===== config.mk =====
export PLATFORM = sky130hd
export DESIGN_NAME = rv32_alu_arbiter
export DESIGN_NICKNAME = d
export VERILOG_FILES = /design/src/rtl/rv32_alu_arbiter.sv
export SDC_FILE = /design/constraint.sdc
export NUM_CORES = 1
export LEC_CHECK = 0
export BUFFER_PORTS_ARGS = -buffer_cell sky130_fd_sc_hd__buf_2
export CAP_MARGIN = 15
export CORE_AREA = 2 2 185 187
export CTS_CLUSTER_SIZE = 40
export DETAILED_ROUTE_END_ITERATION = 8
export DIE_AREA = 0 0 187 189
export PLACE_DENSITY_LB_ADDON = 0.12
export SYNTH_ARGS = -nofsm -noshare
export SYNTH_HDL_FRONTEND = slang
export SYNTH_SLANG_ARGS = --single-unit

===== constraint.sdc =====
create_clock -name clk -period 2.02 [get_ports clk]
set_input_delay 0.404 -clock clk [delete_from_list [all_inputs] [get_ports clk]]
set_output_delay 0.404 -clock clk [all_outputs]
set_load 0.03 [all_outputs]

===== src/rtl/rv32_alu_arbiter.sv =====
`default_nettype none
// ============================================================================
// Module   : rv32_alu_arbiter
// Brief    : Two-requester arbiter in front of a shared registered RV32 ALU.
// Revision : 1.0 - initial release
// ============================================================================
module rv32_alu_arbiter #(
  parameter int PRIO_MODE = 0
) (
  input  logic        clk,
  input  logic        rst_n,
  input  logic        req0_valid,
  output logic        req0_ready,
  input  logic [3:0]  req0_op,
  input  logic [31:0] req0_s1,
  input  logic [31:0] req0_s2,
  input  logic [31:0] req0_pc,
  input  logic [31:0] req0_code,
  input  logic        req1_valid,
  output logic        req1_ready,
  input  logic [3:0]  req1_op,
  input  logic [31:0] req1_s1,
  input  logic [31:0] req1_s2,
  input  logic [31:0] req1_pc,
  input  logic [31:0] req1_code,
  output logic        alu_enable,
  output logic [3:0]  alu_opsel,
  output logic [31:0] alu_s1,
  output logic [31:0] alu_s2,
  output logic [31:0] alu_pc,
  output logic [31:0] alu_code,
  input  logic [31:0] alu_result,
  output logic        rsp_valid,
  input  logic        rsp_ready,
  output logic        rsp_id,
  output logic [31:0] rsp_data,
  input  logic        flush
);

  typedef enum logic [1:0] {
    ST_IDLE = 2'd0,
    ST_EXEC = 2'd1,
    ST_RESP = 2'd2
  } state_t;

  state_t      r_state;
  state_t      w_state_nxt;
  logic        r_last_grant;
  logic        r_id;
  logic [3:0]  r_opsel;
  logic [31:0] r_s1;
  logic [31:0] r_s2;
  logic [31:0] r_pc;
  logic [31:0] r_code;

  logic        w_grant;
  logic        w_grant_id;
  logic [3:0]  w_sel_op;
  logic [31:0] w_sel_s1;
  logic [31:0] w_sel_s2;
  logic [31:0] w_sel_pc;
  logic [31:0] w_sel_code;

  // Contention goes to whoever was not granted last, unless fixed priority.
  always_comb begin
    w_grant_id = 1'b0;
    if (req0_valid && req1_valid)
      w_grant_id = (PRIO_MODE == 1) ? 1'b0 : ~r_last_grant;
    else if (req1_valid)
      w_grant_id = 1'b1;
  end

  // rst_n gates the readies so they are low for the whole reset window.
  assign w_grant    = rst_n && (r_state == ST_IDLE) && !flush && (req0_valid || req1_valid);
  assign req0_ready = w_grant && !w_grant_id;
  assign req1_ready = w_grant && w_grant_id;

  assign w_sel_op   = w_grant_id ? req1_op   : req0_op;
  assign w_sel_s1   = w_grant_id ? req1_s1   : req0_s1;
  assign w_sel_s2   = w_grant_id ? req1_s2   : req0_s2;
  assign w_sel_pc   = w_grant_id ? req1_pc   : req0_pc;
  assign w_sel_code = w_grant_id ? req1_code : req0_code;

  always_ff @(posedge clk or negedge rst_n) begin
    if (!rst_n) begin
      r_state <= ST_IDLE;
    end else begin
      r_state <= w_state_nxt;
    end
  end

  always_comb begin
    w_state_nxt = r_state;
    case (r_state)
      ST_IDLE: if (w_grant) w_state_nxt = ST_EXEC;
      ST_EXEC: w_state_nxt = flush ? ST_IDLE : ST_RESP;
      ST_RESP: if (flush || rsp_ready) w_state_nxt = ST_IDLE;
      default: w_state_nxt = ST_IDLE;
    endcase
  end

  always_ff @(posedge clk or negedge rst_n) begin
    if (!rst_n) begin
      r_last_grant <= 1'b1;
      r_id         <= 1'b0;
      r_opsel      <= 4'd0;
      r_s1         <= 32'd0;
      r_s2         <= 32'd0;
      r_pc         <= 32'd0;
      r_code       <= 32'd0;
    end else if (w_grant) begin
      r_last_grant <= w_grant_id;
      r_id         <= w_grant_id;
      r_opsel      <= w_sel_op;
      r_s1         <= w_sel_s1;
      r_s2         <= w_sel_s2;
      r_pc         <= w_sel_pc;
      r_code       <= w_sel_code;
    end
  end

  assign alu_enable = (r_state == ST_EXEC);
  assign alu_opsel  = r_opsel;
  assign alu_s1     = r_s1;
  assign alu_s2     = r_s2;
  assign alu_pc     = r_pc;
  assign alu_code   = r_code;

  // A flush in RESP withdraws the response in the same cycle.
  assign rsp_valid  = (r_state == ST_RESP) && !flush;
  assign rsp_id     = r_id;
  assign rsp_data   = alu_result;

endmodule
`default_nettype wire


Yosys cells after proc, flatten, opt, wreduce, memory -nomap -nowiden
Cells that the tools add are included.
Cells by class
  magnitude comparators: 0
  mux-type cells: 11
  equality and inequality tests: 4
  $mul: 0
  bitwise gates (word level): 1
  divide/modulo/power cells: 0
  add/subtract/negate cells: 0
  shifts and indexed selects: 0
  reduce and logical (&&, ||, !) cells: 13
Operators by type and width (count)
  32-bit two-way mux: 4
  1-bit logical AND: 7
  2-bit two-way mux: 3
  2-bit one-hot mux with 3 select lines: 1
  4-bit two-way mux: 1
  2-bit != test (second input constant): 2
  2-bit by 1-bit == test with 1-bit output (second input constant): 1
  2-bit == test (second input constant): 1
  1-bit logical NOT: 2
  2-bit logical NOT: 1
  1-bit logical OR: 2
  1-bit two-way mux: 2
  2-bit AND reduction: 1
  1-bit inverter: 1
Storage, ports and cells
  bits in writable memories: 0
  input port bits: 302
  memories kept: 0
  logic and storage cells: 37
  output and inout port bits: 169
  bits in latches: 0
  bits in read-only memories: 0
  flip-flop bits (word level): 136

Logic depth before layout (Yosys ltp)
Gate-level depths: netlist (run 1).
  depth in word-level cells: 6
  mapped depth: 6
  gate-level depth less buffers: 3

Worst setup path before layout (run 1)
No wires, ideal clock.
  path kind: reg2out
  from: register r_state[1]
  to: output req0_ready
  arrival time: 1.751 ns
  required time: 1.616 ns
  buffers on the path: 3
  cell stages (with the launch flop): 7
  setup slack: -0.135 ns
  path through: dfrtp_1 -> nor4b_4 -> o21a_1 -> buf_2 -> buf_4 -> buf_2 -> and2_1
On the way
  cells in the longest elaborated chain, start to end: 5
Ends and longest elaborated chain
  start: declaration: line 46  | state_t r_state;
  start signal: assignment: line 88  | r_state <= w_state_nxt;
  2-bit logical NOT: line 74  | assign w_grant = rst_n && (r_state == ST_IDLE) && !flush && (req0_valid || req1_valid);
  1-bit logical AND (3 in a row): line 74
  1-bit logical AND: line 75  | assign req0_ready = w_grant && !w_grant_id;
  end: declaration: line 13  | output logic req0_ready,
No other way between the ends.

Worst setup path in the final report (run 1)
  from: register r_state[0]
  to: output req0_ready
The elaborated chain is that of the path after synthesis.

==> results of run 1 <==
-- through the flow --
stage | std cells | util | TNS, ns | hold slack [ns]
floorplan | 523 | - | 0 | 0.108
global placement | 1286 | 0.261 | 0 | 0.517
detailed placement | 1286 | 0.261 | 0 | 0.517
CTS | 1321 | 0.280 | -0.104 | 0.147
global route | 1323 | 0.280 | -0.152 | 0.158
finish | 1323 | 0.280 | -0.00214 | 0.109
-- worst max-delay path by stage --
stage | to | slack (ns) | cells after the start | from
2_1_floorplan | req0_ready | 0.02 | 6 | flush
3_3_place_gp | req0_ready | 0.13 | 5 | flush
3_5_place_dp | req0_ready | 0.14 | 5 | flush
4_1_cts | req0_ready | -0.07 | 4 | r_state[0]
5_1_grt | req0_ready | -0.08 | 4 | r_state[0]
6_report | req0_ready | -0.002 | 4 | r_state[0]
-- power groups by stage --
stage	clock network, µW	logic [µW]	registers (µW)
floorplan	0	1260	5020
global placement	0	3920	3760
detailed placement	0	3910	3730
CTS	3220	3910	3710
global route	3360	4090	3790
finish	3090	3850	3710
-- worst reg2reg max path, stage by stage, from the launching register on --
cell	delay, ns
dfrtp_1	0.40
nor4b_4	0.36
o21a_4	0.18
buf_4	0.09
buf_4	0.12
buf_12	0.32
a2bb2oi_1	0.33
-- cell type report --
class	count	area, µm²	share of cell area
Sequential cell	136	3400	0.365
Timing Repair Buffer	425	2330	0.250
Clock buffer	20	457	0.0489
Multi-Input combinational cell	278	2440	0.262
Clock inverter	12	115	0.0123
Tap cell	448	561	0.0601
Inverter	4	17.5	0.00188
-- synthesized netlist by cell type, drive strengths merged --
cell type  number  area share
a21bo           1      0.0016
a2bb2oi       132        0.18
and2            1     0.00098
buf            50       0.051
clkbuf         55       0.032
clkinv          1     0.00059
dfrtp         135        0.53
dfstp           1      0.0041
inv             3      0.0018
nand2           1     0.00059
nand3           1     0.00079
nor2            2      0.0012
nor2b           2      0.0020
nor3b           2      0.0024
nor4b           1      0.0037
o21a            1      0.0012
o21ai           2      0.0016
o32ai         132        0.18
-- state kept, by name, summed over array words and instances (netlist names) --
signal,flops
alu_opsel,4
alu_s1,32
alu_code,32
r_state,2
alu_s2,32
alu_pc,32
rsp_id,1
r_last_grant,1
-- cell families after synthesis --
| group | after synthesis |
|---|---|
| compound gates | 268 |
| buf+inv | 109 |
| flops | 136 |
| simple gates | 10 |
-- what timing repair did --
item	in CTS	in global routing
gates cloned	0	0
resized for setup	6	1
pin swaps	2	2
setup buffers	3	2
setup endpoints to repair	2	2
-- layout by cell type, fill, tap and decap left out, drive strengths merged, types with 2 or more instances in the layout --
master    count
a2bb2oi     132
buf         425
clkbuf       20
clkinv        3
clkinvlp      3
dfrtp       135
inv           9
nor2          2
nor2b         2
nor3b         2
o21ai         2
o32ai       132
-- routing by layer --
layer | track usage | vias up | wire (µm)
met5 | 0 | - | 13
met4 | 0.0601 | 2 | 729
met3 | 0.0402 | 50 | 1710
met2 | 0.233 | 259 | 12300
met1 | 0.150 | 2853 | 9660
li1 | - | 2840 | -
==> impl_results.md, run 1 <==
* Clock sinks at 136
* Final ANT Viol Nets at 0
* DRC at 0
* Net Sw Frac at 0.386
* Slew HR at 0.489
* Cts hold-fix bufs at 0
* Skew-Pair Late Insertion Delay at 0.43 ns
* Dpl ws at 0.137 ns
* Period utilization at 1.00
* Port Buffers at 406
* Initial antenna violation count at 1
* Total number of vias at 6004
* Syn avg cell area at 12.2 µm²
* Nets at ~1200
* Reg2reg setup slack at 0.12 ns
* Clk_skew at 0.0127 ns
* Synth Instances at 523
* Final hold viol count at 0
* Final min period at 2.02 ns
* Violated checks: negative setup slack
* Cell area after synthesis at roughly 6400 µm²
* Slew Viols, Final at 0
* Fmax at 495 MHz
* Register area share after synthesis at 0.535
* Final wirelength at between 20000 and 25000 µm
* Htree depth at 4
* GP Congestion at 0.717
* Crit end category: output pin
* Die height at 189 µm
* Worst r2r path cells at 6
* Worst r2r dst: alu_code[22]
* First-pass GRT wire length at roughly 36000 µm
* TritonRoute pass-1 iters at 4
* Clk pwr share at 0.290
* Fill count at 3523
* CP max stage cell: dfrtp_1
* Vias per std cell at around 4.5
* Initial core utilization at 0.191
* Yosys warns at 0
* Max-Cap Viols at 0
* Slew @ Worst Pin at 0.766 ns
* Antenna diodes at 0
* R2R Path Start: r_state[0]
* Core area at 33300 µm²
* GR Overflow Total at 0
* Fin area at 9330 µm²
* Combinational family with the most area after synthesis: compound AO/OA/AOI/OAI gates
* CP delay by family, top: simple AND/OR/NAND/NOR gates
* Placed cell areas at 8700 µm²
* RSZ-0062 raised after global routing: true
* Clock transition at path regs at roughly 0.07 ns
* Internal Power at between 6000 and 7000 µW
* Share of cells above drive strength 1 at 0.531
* Final WS setup at -0.00214 ns
* Worst-path cell chain: nor4b_4 > o21a_4 > and2_4 > buf_6
* Largest net degree at the start of global routing at 137
* Die ar. at 35300 µm²
* NetSw at 4120 µW
* Tot Pwr at ~11000 µW
* Pleak at slightly above 0.004 µW
* Flop pwr share at 0.348
* Gr usage total at 0.134
* Critical path arrival at 1.62 ns
* # rows at 67
* Min-Delay Path Class: in -> async
* Yosys reg bits at 136
* Critical Path Start Type: register
* # setup viols final at 1
* Unique masters post-synth at 20
* Pwr dens at approximately 1100 nW/µm²
* CTS tree: built
* Ports at approximately 470
* Synth Area in Compound Gates at 0.368
* Syn nets at 825
* Simple-Gate Fraction of Synth Area at 0.0116
* Gate power share at 0.362
* DPL Wire Length at 17200 µm
* Area delta synth->final at 46.6%
* Crit path buf inv count at 1
* Slowest Stage Delay on Critical Path at 0.40 ns
* CP max FO at 3
* Initial drt markers at 231
* Mux share of post-synthesis cell area at 0
* Worst setup path class: reg -> out
* Synth Area in XOR/XNOR at 0
* Clk root buf: clkbuf_16
* Die width at 187 µm
* Outcome: complete, but fails checks
* Vias in the first global route at about 6100
* Post-DR wirelength/cell at 18.4 µm
* Worst EP required at 1.62 ns
* Max clock buf depth at 2
* Peak supply drop at roughly 0.55 mV
* Adder-Cell Fraction of Synth Area at 0
* CTS buffer count at 17
Power figures use the tool's default switching activity.
==> run 2, diff against run 1 <==
--- a/config.mk
+++ b/config.mk
@@ -5,12 +5,13 @@
 export SDC_FILE = /design/constraint.sdc
 export NUM_CORES = 1
 export LEC_CHECK = 0
+export ABC_AREA = 1
 export BUFFER_PORTS_ARGS = -buffer_cell sky130_fd_sc_hd__buf_2
 export CAP_MARGIN = 15
-export CORE_AREA = 2 2 185 187
+export CORE_AREA = 2 2 181 183
 export CTS_CLUSTER_SIZE = 40
 export DETAILED_ROUTE_END_ITERATION = 8
-export DIE_AREA = 0 0 187 189
+export DIE_AREA = 0 0 183 185
 export PLACE_DENSITY_LB_ADDON = 0.12
 export SYNTH_ARGS = -nofsm -noshare
 export SYNTH_HDL_FRONTEND = slang
==> impl_results.md, run 2 <==
* Critical Path Start Type: register
* Yosys reg bits at approximately 140
* Area occupied by multi-input gates at roughly 3300 µm²
* R2R Path Start: r_state[1]
* Pleak at approximately 0.006 µW
* Final min period at 1.91 ns
* Final ANT Viol Nets at 0
* Slew @ Worst Pin at between 0.7 and 0.8 ns
* Die height at 185 µm
* Post-synth top cells: nand2_1, dfrtp_1, nand3_1
* Clock transition at path regs at about 0.060 ns
* Fmax at 524 MHz
* Clock sinks at ~140
* Synth area leaders: dfrtp_1, nand2_1, nand3_1
* Crit end category: output pin
* Post-placement cell count at roughly 1800
* Die ar. at 33900 µm²
* Total number of vias at a little under 8000
* Clk root buf: clkbuf_16
* Nets at between 1500 and 2000
* CP delay by family, top: flip-flops
* # rows at 66
* RSZ-0062 raised after global routing: false
* Slew Viols, Final at 0
* Top cell type's share of synthesized area at 0.466
* Worst-path cell chain: nand2_4 > nand2_4 > inv_1 > nor2_2 > buf_4
* Skew-Pair Late Insertion Delay at 0.42 ns
* Most used cell, CP: nand2_4
* Worst r2r path cells at 7
* GR Overflow Total at 0
* CTS tree: built
* Yosys warns at 0
* Top_reg_cell synth: dfrtp_1
* Syn nets at 1359
* Worst r2r dst: alu_s1[5]
* Fill count at ~3600
* Register area share after synthesis at 0.470
* Setup TNS at 0 ns
* CTS buffer count at 17
* Count leader, synth: nand2_1
* Worst EP required at approximately 1.6 ns
* Max-Cap Viols at 0
* Slew HR at 0.473
* # setup viols final at 0
* Largest area contributor in the netlist: dfrtp_1
* Share of cells above drive strength 1 at 0.328
* Area delta synth->final at 39.5%
* TritonRoute pass-1 iters at 4
* Ports at roughly 470
* Port Buffers at 406
* Vias in the first global route at 7280
* Fin cells at 1819
* Crit path buf inv count at 2
* Reg2reg setup slack at 0.36 ns
* Period utilization at 0.946
* Initial antenna violation count at 6
* GP Congestion at 0.774
* Peak supply drop at 0.521 mV
* Slowest Stage Delay on Critical Path at 0.56 ns
* Synth Instances at between 1000 and 1500
* Syn avg cell area at 6.86 µm²
* Cts hold-fix bufs at 0
* Tot Pwr at around 11000 µW
* Die width at 183 µm
* Max clock buf depth at 2
* Clk_skew at 0.00821 ns
* DRC at 0
* Cell area after synthesis at just over 7000 µm²
* Largest net degree at the start of global routing at 137
* Pwr dens at 1040 nW/µm²
* Final wirelength at 27900 µm
* Initial drt markers at 354
* First-pass GRT wire length at 41900 µm
* Commonest non-fill, non-tap cell in the layout: nand2_1
* Unique masters post-synth at 16
* Min-Delay Path Class: in -> async
* Post-DR wirelength/cell at about 15 µm
* CP max FO at 3
* Number of flops mapped to enable cells by yosys at 0
* Critical path arrival at 1.51 ns
* DPL Wire Length at just under 20000 µm
* Initial core utilization at 0.226
* Worst setup path class: reg -> out
* Final hold viol count at 0
* Outcome: finished, final reports clean
* Async S/R FF share, synth at 1.00
* Core area at 32000 µm²
* Vias per std cell at 4.24
* Htree depth at 4
* Gr usage total at 0.162
* Commonest cells after routing, fill and taps aside: nand2_1, buf_2, dfrtp_1
* CP max stage cell: dfstp_2
* Sequential Area at 3400 µm²
## run 2: cell types whose count changed after synthesis, sizes merged, moves of 3 or more
cell,change
buf,+26
inv,+4
a2bb2oi,-132
nor2,+3
nand3,+132
clkbuf,-28
nand2,+671
o32ai,-132
## run 2: what timing repair did
action,4_1_cts,5_1_grt
setup endpoints to repair,2,2
pin swaps,1,1
setup buffers,0,1
gates resized for setup,4,5
## run 2: worst max-delay path by stage
stage                 startpoint    endpoint  slack, ns  depth (start not counted)
finish              r_last_grant  req0_ready       0.11                          5
floorplan           r_last_grant  req0_ready       0.07                          6
global placement      req1_valid   alu_s1[4]       0.24                          9
CTS                   r_state[1]  req1_ready      0.008                          6
detailed placement    req1_valid   alu_s1[2]       0.20                          9
global route          r_state[1]  req1_ready      0.004                          6
## run 2: metrics by stage
| stage | util | worst slack, ns | instance area, µm² | hold WS, ns |
|---|---|---|---|---|
| 2_1_floorplan | - | 0.0743 | 7250 | 0.108 |
| 3_3_place_gp | 0.296 | 0.237 | 9480 | 0.458 |
| 3_5_place_dp | 0.296 | 0.204 | 9480 | 0.459 |
| 4_1_cts | 0.315 | 0.00837 | 10100 | 0.132 |
| 5_1_grt | 0.315 | 0.00438 | 10100 | 0.153 |
| 6_report | 0.316 | 0.110 | 10100 | 0.127 |
## run 2: report_power, final
group | leakage (µW) | internal [µW] | switching [µW]
logic | 0.00417 | 1090 | 2560
registers | 0.00171 | 3320 | 325
clock network | 0.000283 | 1980 | 1250
## run 2: layout make-up
| cell class | instances | share of cell area |
|---|---|---|
| Tap cell | 408 | 0.0505 |
| Inverter | 7 | 0.00260 |
| Multi-Input combinational cell | 811 | 0.323 |
| Antenna cell | 2 | 0.000495 |
| Timing Repair Buffer | 423 | 0.228 |
| Clock buffer | 21 | 0.0446 |
| Clock inverter | 11 | 0.0147 |
| Sequential cell | 136 | 0.337 |
## run 2: cells by family (layout without fill, tap and decap cells)
logic type / after synthesis / in the layout / synth area share
flip-flops: 136 / 136 / 0.470
AO/OA/AOI/OAI: 1 / 1 / 0.00104
other: 0 / 2 / 0
AND/OR/NAND/NOR: 810 / 810 / 0.445
buffers and inverters: 110 / 462 / 0.0848
## run 2: layer usage
layer | wire length [µm] | part of all wire | global-route usage
met3 | 2580 | 0.093 | 0.0592
met4 | 445 | 0.016 | 0.0486
met5 | 41 | 0.0015 | 0
met1 | 11900 | 0.43 | 0.197
met2 | 12900 | 0.46 | 0.267
==> run 3, diff against run 2 <==
--- a/config.mk
+++ b/config.mk
@@ -8,10 +8,10 @@
 export ABC_AREA = 1
 export BUFFER_PORTS_ARGS = -buffer_cell sky130_fd_sc_hd__buf_2
 export CAP_MARGIN = 15
-export CORE_AREA = 2 2 181 183
+export CORE_AREA = 2 2 182 184
 export CTS_CLUSTER_SIZE = 40
 export DETAILED_ROUTE_END_ITERATION = 8
-export DIE_AREA = 0 0 183 185
+export DIE_AREA = 0 0 184 186
 export PLACE_DENSITY_LB_ADDON = 0.12
 export SYNTH_ARGS = -nofsm -noshare
 export SYNTH_HDL_FRONTEND = slang
==> constraint.sdc (replaced) <==
create_clock -name clk -period 1.85 [get_ports clk]
set_input_delay 0.37 -clock clk [delete_from_list [all_inputs] [get_ports clk]]
set_output_delay 0.37 -clock clk [all_outputs]
set_load 0.03 [all_outputs]
==> impl_results.md, run 3 (synthesis results as in run 2) <==
* Ports at 471
* Final hold viol count at 0
* Crit path buf inv count at 2
* # setup viols final at 0
* Crit end category: output pin
* DRC at 0
* Clk_skew at 0.0126 ns
* Final ANT Viol Nets at 0
* Commonest cells after routing, fill and taps aside: nand2_1, buf_2, dfrtp_1
* Worst EP required at 1.48 ns
* Commonest non-fill, non-tap cell in the layout: nand2_1
* Placed cell areas at 9520 µm²
* Area delta synth->final at 40.2%
* R2R Path Start: r_last_grant
* Initial antenna violation count at 3
* Vias per std cell at roughly 4.2
* Initial core utilization at 0.225
* Max clock buf depth at 2
* CTS buffer count at 17
* CP max stage cell: dfstp_2
* Slew HR at 0.460
* CTS tree: built
* Final hold slack at 0.0384 ns
* CP delay by family, top: flip-flops
* # rows at 66
* GR Overflow Total at 0
* Initial drt markers at about 300
* Pwr dens at between 1000 and 1500 nW/µm²
* Pleak at 0.00620 µW
* Post-DR wirelength/cell at 14.7 µm
* RSZ-0062 raised after global routing: false
* Htree depth at 4
* Total number of vias at 7652
* Nets at between 1500 and 2000
* Tot Pwr at 11300 µW
* First-pass GRT wire length at 40200 µm
* Worst r2r path cells at 8
* Period utilization at 0.956
* Final wirelength at 26800 µm
* Die width at around 180 µm
* Min-Delay Path Class: in -> async
* TritonRoute pass-1 iters at 4
* Share of cells above drive strength 1 at 0.334
* CP max FO at 2
* Fin cells at 1824
* GP Congestion at 0.748
* Port Buffers at 406
* Outcome: finished, final reports clean
* Critical Path Start Type: register
* Vias in the first global route at around 7200
* Slew @ Worst Pin at 0.810 ns
* Slowest Stage Delay on Critical Path at 0.56 ns
* Largest net degree at the start of global routing at 137
* Skew-Pair Late Insertion Delay at roughly 0.42 ns
* Max-Cap Viols at 0
* Post-placement cell count at 1786
* Worst r2r dst: alu_pc[19]
* Fmax at 566 MHz
* Setup TNS at 0 ns
* Slew Viols, Final at 0
* Peak supply drop at 0.560 mV
* Core area at 32200 µm²
* DPL Wire Length at 19500 µm
* Gr usage total at 0.153
* Die ar. at 34200 µm²
* Clock transition at path regs at 0.06 ns
* Fin area at 10200 µm²
* Final min period at 1.77 ns
* Most used cell, CP: nand2_4
* Worst-path cell chain: nand2_4 > nand2_4 > inv_2 > nor2_4 > buf_6
* Die height at 186 µm
* Clock sinks at 136
* Clk root buf: clkbuf_16
* Reg2reg setup slack at 0.31 ns
* Worst setup path class: reg -> out
* Critical path arrival at 1.40 ns
==> run 3: cell types whose count changed in the layout (fill, tap and decap cells not counted) <==
cell,before,now
buf_12,10,12
buf_4,9,13
buf_6,2,3
bufinv_16,3,2
clkbuf_1,3,1
clkinv_2,2,4
diode_2,2,1
inv_1,5,4
inv_2,2,3
nand2_1,669,668
nand2_2,1,2
==> run 3: how the worst max path moves through the flow <==
stage,from,end,slack [ns],cells past startpoint
2_1_floorplan,r_last_grant,req0_ready,0.06,6
3_3_place_gp,req1_valid,req1_ready,0.21,8
3_5_place_dp,req1_valid,req1_ready,0.21,8
4_1_cts,r_state[0],req1_ready,0.001,6
5_1_grt,r_state[1],req1_ready,0.002,6
6_report,r_last_grant,req0_ready,0.08,5
==> run 3: repair_timing <==
action                                  in CTS  in global routing
hold buffers                                 0                  0
setup buffers                                5                  1
endpoints found under the setup margin       2                  2
pin swaps                                    5                  3
resized for setup                            9                  1
==> run 3: metrics by stage <==
stage / util / setup WS (ns)
floorplan: - / 0.0604
global placement: 0.296 / 0.213
detailed placement: 0.296 / 0.207
CTS: 0.315 / 0.00135
global route: 0.316 / 0.00232
finish: 0.316 / 0.0821
==> run 3: per-layer routing <==
metal | GRT usage | vias to the layer above | wire length (µm) | share of wire
met5 | 0 | - | 13 | 0.00049
met3 | 0.0515 | 22 | 2260 | 0.085
li1 | - | 3918 | - | -
met2 | 0.254 | 290 | 12400 | 0.46
met4 | 0.0499 | 2 | 472 | 0.018
met1 | 0.185 | 3420 | 11600 | 0.43
==> run 3: layout make-up <==
| type | instances | area, µm² |
|---|---|---|
| Timing Repair Buffer | 430 | 2380 |
| Multi-Input combinational cell | 811 | 3260 |
| Tap cell | 408 | 510 |
| Fill cell | 3632 | 22000 |
| Clock inverter | 12 | 129 |
| Antenna cell | 1 | 2.50 |
| Clock buffer | 19 | 443 |
| Inverter | 7 | 26.3 |
| Sequential cell | 136 | 3400 |
==> run 3: power by group <==
group          switching, µW  total, µW  internal (µW)
Clock                   1350       3360           2010
Combinational           2770       3980           1210
Sequential               338       3970           3630
Total                   4460      11300           6850
